$ cat src/rtl/store_pkg.sv
// store_pkg: shared size encodings, FSM states and timeout default for the store unit
package store_pkg;

    localparam logic [1:0] SZ_BYTE = 2'b00;
    localparam logic [1:0] SZ_HALF = 2'b01;
    localparam logic [1:0] SZ_WORD = 2'b10;
    localparam logic [1:0] SZ_RSVD = 2'b11;

    localparam int TIMEOUT_DEFAULT = 255;

    typedef enum logic [1:0] {
        IDLE  = 2'b00,
        BEAT0 = 2'b01,
        BEAT1 = 2'b10,
        DONE  = 2'b11
    } state_t;

endpackage

$ cat src/rtl/store_lane_align.sv
// store_lane_align: byte enables and lane-aligned data for both beats of a store
module store_lane_align
    import store_pkg::*;
(
    input  logic [1:0]  size,
    input  logic [1:0]  offset,
    input  logic [31:0] data,
    output logic [3:0]  be0,
    output logic [3:0]  be1,
    output logic [31:0] wdata0,
    output logic [31:0] wdata1,
    output logic        two_beat
);

    logic [3:0]  mask;
    logic [31:0] dmask;
    logic [7:0]  m8;
    logic [63:0] d64;

    // shift the size mask and masked data across an 8-lane window spanning two words
    always_comb begin
        mask     = size == SZ_BYTE ? 4'b0001 :
                   size == SZ_HALF ? 4'b0011 :
                   size == SZ_WORD ? 4'b1111 : 4'b0000;
        dmask    = {{8{mask[3]}}, {8{mask[2]}}, {8{mask[1]}}, {8{mask[0]}}};
        m8       = {4'b0000, mask} << offset;
        d64      = {32'b0, data & dmask} << {offset, 3'b000};
        be0      = m8[3:0];
        be1      = m8[7:4];
        wdata0   = d64[31:0];
        wdata1   = d64[63:32];
        two_beat = |m8[7:4];
    end

endmodule

$ cat src/rtl/store_unit.sv
// store_unit: splits stores into word-aligned beats and drives the data-memory handshake
module store_unit
    import store_pkg::*;
#(
    parameter int TIMEOUT_CYCLES = TIMEOUT_DEFAULT
) (
    input  logic        clk,
    input  logic        reset_n,
    input  logic        store_valid,
    output logic        store_ready,
    input  logic [1:0]  store_size,
    input  logic [31:0] store_addr,
    input  logic [31:0] store_data,
    output logic        store_done,
    output logic        store_fault,
    output logic        mem_req,
    output logic [31:0] mem_addr,
    output logic [31:0] mem_wdata,
    output logic [3:0]  mem_be,
    input  logic        mem_ack
);

    localparam int CW = $clog2(TIMEOUT_CYCLES + 1);

    state_t      state, state_n;
    logic [CW-1:0] cnt;
    logic        accept, expired, fault_n;
    logic        two_q;
    logic [3:0]  be1_q;
    logic [31:0] wdata1_q;
    logic [3:0]  l_be0, l_be1;
    logic [31:0] l_wdata0, l_wdata1;
    logic        l_two;

    store_lane_align u_align (
        .size     (store_size),
        .offset   (store_addr[1:0]),
        .data     (store_data),
        .be0      (l_be0),
        .be1      (l_be1),
        .wdata0   (l_wdata0),
        .wdata1   (l_wdata1),
        .two_beat (l_two)
    );

    // next state and fault decision; an ack in the last allowed cycle beats the timeout
    always_comb begin
        state_n = state;
        fault_n = 1'b0;
        accept  = store_valid & store_ready;
        expired = !mem_ack && cnt == CW'(TIMEOUT_CYCLES - 1);
        case (state)
            IDLE: begin
                if (accept && store_size == SZ_RSVD) fault_n = 1'b1;
                else if (accept) state_n = BEAT0;
            end
            BEAT0: begin
                if (mem_ack) state_n = two_q ? BEAT1 : DONE;
                else if (expired) begin
                    state_n = IDLE;
                    fault_n = 1'b1;
                end
            end
            BEAT1: begin
                if (mem_ack) state_n = DONE;
                else if (expired) begin
                    state_n = IDLE;
                    fault_n = 1'b1;
                end
            end
            default: state_n = IDLE;
        endcase
    end

    // state register
    always_ff @(posedge clk or negedge reset_n) begin
        if (!reset_n) state <= IDLE;
        else state <= state_n;
    end

    // per-beat wait counter, restarted whenever the state changes
    always_ff @(posedge clk or negedge reset_n) begin
        if (!reset_n) cnt <= '0;
        else if (state_n != state) cnt <= '0;
        else if (mem_req && !mem_ack) cnt <= cnt + 1'b1;
    end

    // registered outputs; beat 1 lanes are captured at accept and swapped in after beat 0 acks
    always_ff @(posedge clk or negedge reset_n) begin
        if (!reset_n) begin
            store_ready <= 1'b1;
            mem_req     <= 1'b0;
            store_done  <= 1'b0;
            store_fault <= 1'b0;
            mem_addr    <= '0;
            mem_be      <= '0;
            mem_wdata   <= '0;
            two_q       <= 1'b0;
            be1_q       <= '0;
            wdata1_q    <= '0;
        end else begin
            store_ready <= state_n == IDLE;
            mem_req     <= state_n == BEAT0 || state_n == BEAT1;
            store_done  <= state_n == DONE;
            store_fault <= fault_n;
            if (state == IDLE && state_n == BEAT0) begin
                mem_addr  <= {store_addr[31:2], 2'b00};
                mem_be    <= l_be0;
                mem_wdata <= l_wdata0;
                two_q     <= l_two;
                be1_q     <= l_be1;
                wdata1_q  <= l_wdata1;
            end else if (state == BEAT0 && state_n == BEAT1) begin
                mem_addr  <= mem_addr + 32'd4;
                mem_be    <= be1_q;
                mem_wdata <= wdata1_q;
            end
        end
    end

endmodule
$ cat config.mk
export PLATFORM = sky130hd
export DESIGN_NAME = store_unit
export DESIGN_NICKNAME = d
export VERILOG_FILES = /design/src/rtl/store_pkg.sv /design/src/rtl/store_lane_align.sv /design/src/rtl/store_unit.sv
export SDC_FILE = /design/constraint.sdc
export NUM_CORES = 1
export LEC_CHECK = 0
export ABC_AREA = 1
export CAP_MARGIN = 10
export CORE_UTILIZATION = 46
export CTS_CLUSTER_DIAMETER = 100
export DETAILED_ROUTE_END_ITERATION = 10
export GPL_TIMING_DRIVEN = 1
export PLACE_DENSITY_LB_ADDON = 0.2
export SLEW_MARGIN = 20
export SYNTH_ARGS = -nofsm -noshare
export SYNTH_HDL_FRONTEND = slang
export SYNTH_SLANG_ARGS = --single-unit
$ cat constraint.sdc
create_clock -name clk -period 2.3 [get_ports clk]
set_input_delay 0.46 -clock clk [delete_from_list [all_inputs] [get_ports clk]]
set_output_delay 0.46 -clock clk [all_outputs]
set_load 0.02 [all_outputs]
==> reports/summary.log <==
[critical_path] Critical Path Sink Type flip-flop
[pwr] sequential cell fraction of total power 28.3%
[logic_synthesis] flip-flop and latch count after synthesis 108
[timing] Final Cycle Share 104%
[clock_network] CTS root buffer sky130_fd_sc_hd__clkbuf_16
[critical_path] Reg-to-Reg Start state[1]
[clock_network] number of levels the H-tree was split into 3
[floorplan] initial core utilization 47.9%
[pwr] Clk pwr share 13.6%
[critical_path] worst endpoint required time 2.57 ns
[place] last weighted congestion value of the routability-driven placer 0.936
[place] DP Cell Count 1182
[timing] final hold slack 0.0158 ns
[timing] setup ws final -0.101 ns
[logic_synthesis] synthesis warning total 0
[detailed_routing] Total Routed Length 19500 um
[place] setup slack after placement -0.632 ns
[critical_path] dominant cell type by count on the critical path sky130_fd_sc_hd__nand2_1
[detailed_routing] average wire length per cell after detail routing 16.0 um
[logic_synthesis] count of unique library cells instantiated by Yosys 37
[pwr] net switching fraction of the power 42.9%
[detailed_routing] TritonRoute pass-1 iters 8
[critical_path] reg2reg path depth 18
[pwr] pwr/cell area 1290 mW/mm^2
[place] quantity of I/O buffers inserted on ports 139
[timing] minimum clock period after layout 2.40 ns
[critical_path] largest incremental delay on the critical path 0.45 ns
[pwr] Psw 5.04 mW
[clock_network] later-pin clock latency in the skew report 0.36 ns
[grt] wire length of the first global-routing pass 30600 um
[floorplan] Core Area 0.0128 mm^2
[floorplan] chip height 117 um
[finish] net count reported at finish 1125
[grt] All-Layer GR Usage 28.1%
[timing] Max Transition Viols Final 0
[critical_path] cell type of the slowest stage on the worst timing path sky130_fd_sc_hd__dfrtp_2
[detailed_routing] via count 6534
[floorplan] die area 0.0138 mm^2
[finish] post-layout instance area 0.00908 mm^2
[clock_network] count of hold buffers inserted by post-cts repair 0
[grt] total gr overflow 0
[place] area post-placement 0.00824 mm^2
[status] run status finished, violations left
[grt] initial antenna violation count 0
[grt] maximum number of pins on one net before global-route repair 37
[logic_synthesis] Mapped Area 0.00612 mm^2
[clock_network] Clock Path Buffers 2
[finish] layout cell share with drive strength beyond 1 18.6%
[critical_path] arrival time reported for the critical path endpoint 2.67 ns
[detailed_routing] number of nets with antenna violations after detailed routing 0
[detailed_routing] detailed-route DRC error count 0
[floorplan] number of placement rows 41
[critical_path] cells along the critical path inv_2 > ha_4 > inv_2 > nand2_2 > nand2_1 > nor2_1 > nand2_1 > nand2_2 > nand2_4 > inv_4 > ha_4 > nand2_4 > buf_12 > nor2_4 > buf_12 > nand2_1 > buf_6 > o211ai_1
[pwr] Lkg Pwr 4.04 nW
[grt] via count of the first global-routing pass 6074
[min_path] hold crit path type in -> async
[clock_network] clock sink total 108
[critical_path] nature of the critical path startpoint flip-flop
[critical_path] Max Fanout on Critical Path 4
[critical_path] FF-to-FF setup slack -0.10 ns
[pwr] sum of internal, switching and leakage power 11.8 mW
[timing] final setup vio count 25
[finish] post-layout instance count excluding filler cells 1218
[pwr] maximum resistive drop on vdd 767 uV
[detailed_routing] first-iteration detailed-routing DRC count 628
[pwr] cell internal power dissipation 6.71 mW
[logic_synthesis] proportion of synthesized chip area in sequential cells 44.2%
[timing] Hold Fails Final Rpt 0
[flow_run] number of maximum-capacitance constraint violations 0
[status] violations in the final reports negative setup slack
[clock_network] clock tree from TritonCTS done
[place] half-perimeter wire length after placement 14000 um
[finish] most common library cell in the layout ignoring fill and taps sky130_fd_sc_hd__nand2_1
[timing] Setup TNS -0.472 ns
[floorplan] I/O pin total 142
[finish] Core Util, Final 71.1%
[logic_synthesis] synthesized area divided by synthesized cell count 7.41 um^2
[clock_network] number of buffers created by CTS 9
[detailed_routing] number of vias per cell 5.36
[critical_path] critical path class reg -> reg
[finish] Syn-to-layout area delta 48.4%
[timing] setup repair after global routing missed its margin true
[critical_path] endpoint of the most critical register-to-register path wdata1_q[2]
[pwr] share of power burned in combinational logic 58.1%
[critical_path] worst path buffer plus inverter count 6
[timing] Max Clock Skew 0.0140 ns
[finish] leading cell types in the layout, fill and taps excluded sky130_fd_sc_hd__nand2_1, sky130_fd_sc_hd__clkdlybuf4s50_1, sky130_fd_sc_hd__dfrtp_1
[critical_path] top cell family by delay on the critical path simple AND/OR/NAND/NOR gates
[finish] total inserted antenna cells 0
[clock_network] post-CTS clock slew at the launch and capture registers of the worst setup and hold paths 0.08 ns
[logic_synthesis] Syn Inst Count 826
[timing] maximum clock rate 416 MHz
[floorplan] Chip Width 117 um
-- state kept, by name, indices dropped and copies added (netlist names) --
signal,flops
be1_q,3
cnt,8
mem_addr,30
mem_be,4
mem_req,1
mem_wdata,32
state,2
store_done,1
store_fault,1
store_ready,1
two_q,1
wdata1_q,24
-- Yosys cell counts, drive strengths merged --
cell / count / area share, %
nand2: 296 / 19
dfrtp: 107 / 44
nor2: 98 / 6.9
inv: 76 / 4.7
o21ai: 58 / 4.7
nand3: 38 / 3.3
o211ai: 22 / 2.7
buf: 21 / 1.9
a21oi: 19 / 1.6
ha: 14 / 2.9
a31oi: 12 / 1.2
o22ai: 10 / 1.0
a22oi: 8 / 0.98
a41oi: 8 / 1.1
nand3b: 7 / 0.86
xor2: 7 / 1.0
clkbuf: 6 / 0.37
nor3: 5 / 0.67
nand4: 4 / 0.41
o21bai: 2 / 0.25
o311ai: 2 / 0.29
or2: 2 / 0.20
clkinv: 1 / 0.061
conb: 1 / 0.061
dfstp: 1 / 0.43
o2111ai: 1 / 0.14
-- repair_timing --
item	in CTS	in global routing
endpoints found under the setup margin	94	93
buffers inserted	8	7
pin swaps	6	26
gates cloned	2	3
gates resized for setup	27	88
-- how the worst max path moves through the flow --
| stage | cells after the start | endpoint | startpoint | slack (ns) |
|---|---|---|---|---|
| 6_report | 18 | wdata1_q[2] | state[1] | -0.10 |
| 4_1_cts | 18 | mem_wdata[26] | state[0] | 0.003 |
| 5_1_grt | 18 | wdata1_q[2] | state[1] | -0.22 |
| 2_1_floorplan | 18 | mem_addr[7] | state[0] | 0.11 |
| 3_5_place_dp | 13 | mem_addr[4] | store_size[1] | -0.63 |
| 3_3_place_gp | 15 | mem_wdata[0] | store_size[0] | -0.54 |
-- logic make-up after synthesis --
family | after synthesis | share of synthesized area (%)
buffers and inverters | 104 | 7.01
flip-flops | 108 | 44.2
XOR/XNOR | 7 | 1.00
AND/OR/NAND/NOR | 450 | 30.9
adder cells (fa/ha/maj) | 14 | 2.86
AO/OA/AOI/OAI | 142 | 14.0
other | 1 | 0.0612
-- worst register-to-register path: stages (launching register included) --
cell and delay [ns]:
sky130_fd_sc_hd__dfrtp_2 0.45, sky130_fd_sc_hd__inv_2 0.10, sky130_fd_sc_hd__ha_4 0.14, sky130_fd_sc_hd__inv_2 0.04, sky130_fd_sc_hd__nand2_2 0.07, sky130_fd_sc_hd__nand2_1 0.05, sky130_fd_sc_hd__nor2_1 0.11, sky130_fd_sc_hd__nand2_1 0.08
sky130_fd_sc_hd__nand2_2 0.09, sky130_fd_sc_hd__nand2_4 0.07, sky130_fd_sc_hd__inv_4 0.07, sky130_fd_sc_hd__ha_4 0.14, sky130_fd_sc_hd__nand2_4 0.07, sky130_fd_sc_hd__buf_12 0.13, sky130_fd_sc_hd__nor2_4 0.14, sky130_fd_sc_hd__buf_12 0.13
sky130_fd_sc_hd__nand2_1 0.08, sky130_fd_sc_hd__buf_6 0.15, sky130_fd_sc_hd__o211ai_1 0.22
-- layout make-up --
| class | count | area [um^2] |
|---|---|---|
| repair buffers | 230 | 2290 |
| clock buffers | 10 | 229 |
| flip-flops and latches | 108 | 2710 |
| fillers | 972 | 3690 |
| inverters | 77 | 305 |
| multi-input cells | 615 | 3260 |
| well taps | 172 | 215 |
| clock inverters | 6 | 70.1 |
-- power by group through the flow --
stage / clock (mW) / sequential, mW / combinational (mW)
final: 1.60 / 3.33 / 6.83
after global routing: 1.70 / 3.42 / 7.38
after CTS: 1.62 / 3.31 / 6.16
after detailed placement: 0 / 3.32 / 5.90
after global placement: 0 / 3.31 / 5.83
after floorplan: 0 / 3.79 / 2.65
-- per-layer routing --
| layer | vias up | routed length [um] | global-route usage, % |
|---|---|---|---|
| li1 | 3123 | - | - |
| met1 | 3078 | 8360 | 37.6 |
| met2 | 298 | 9400 | 46.3 |
| met3 | 35 | 1460 | 5.79 |
| met4 | 0 | 282 | 7.22 |
| met5 | - | 0 | 0 |
No activity file was read; power rests on OpenSTA's default activity.
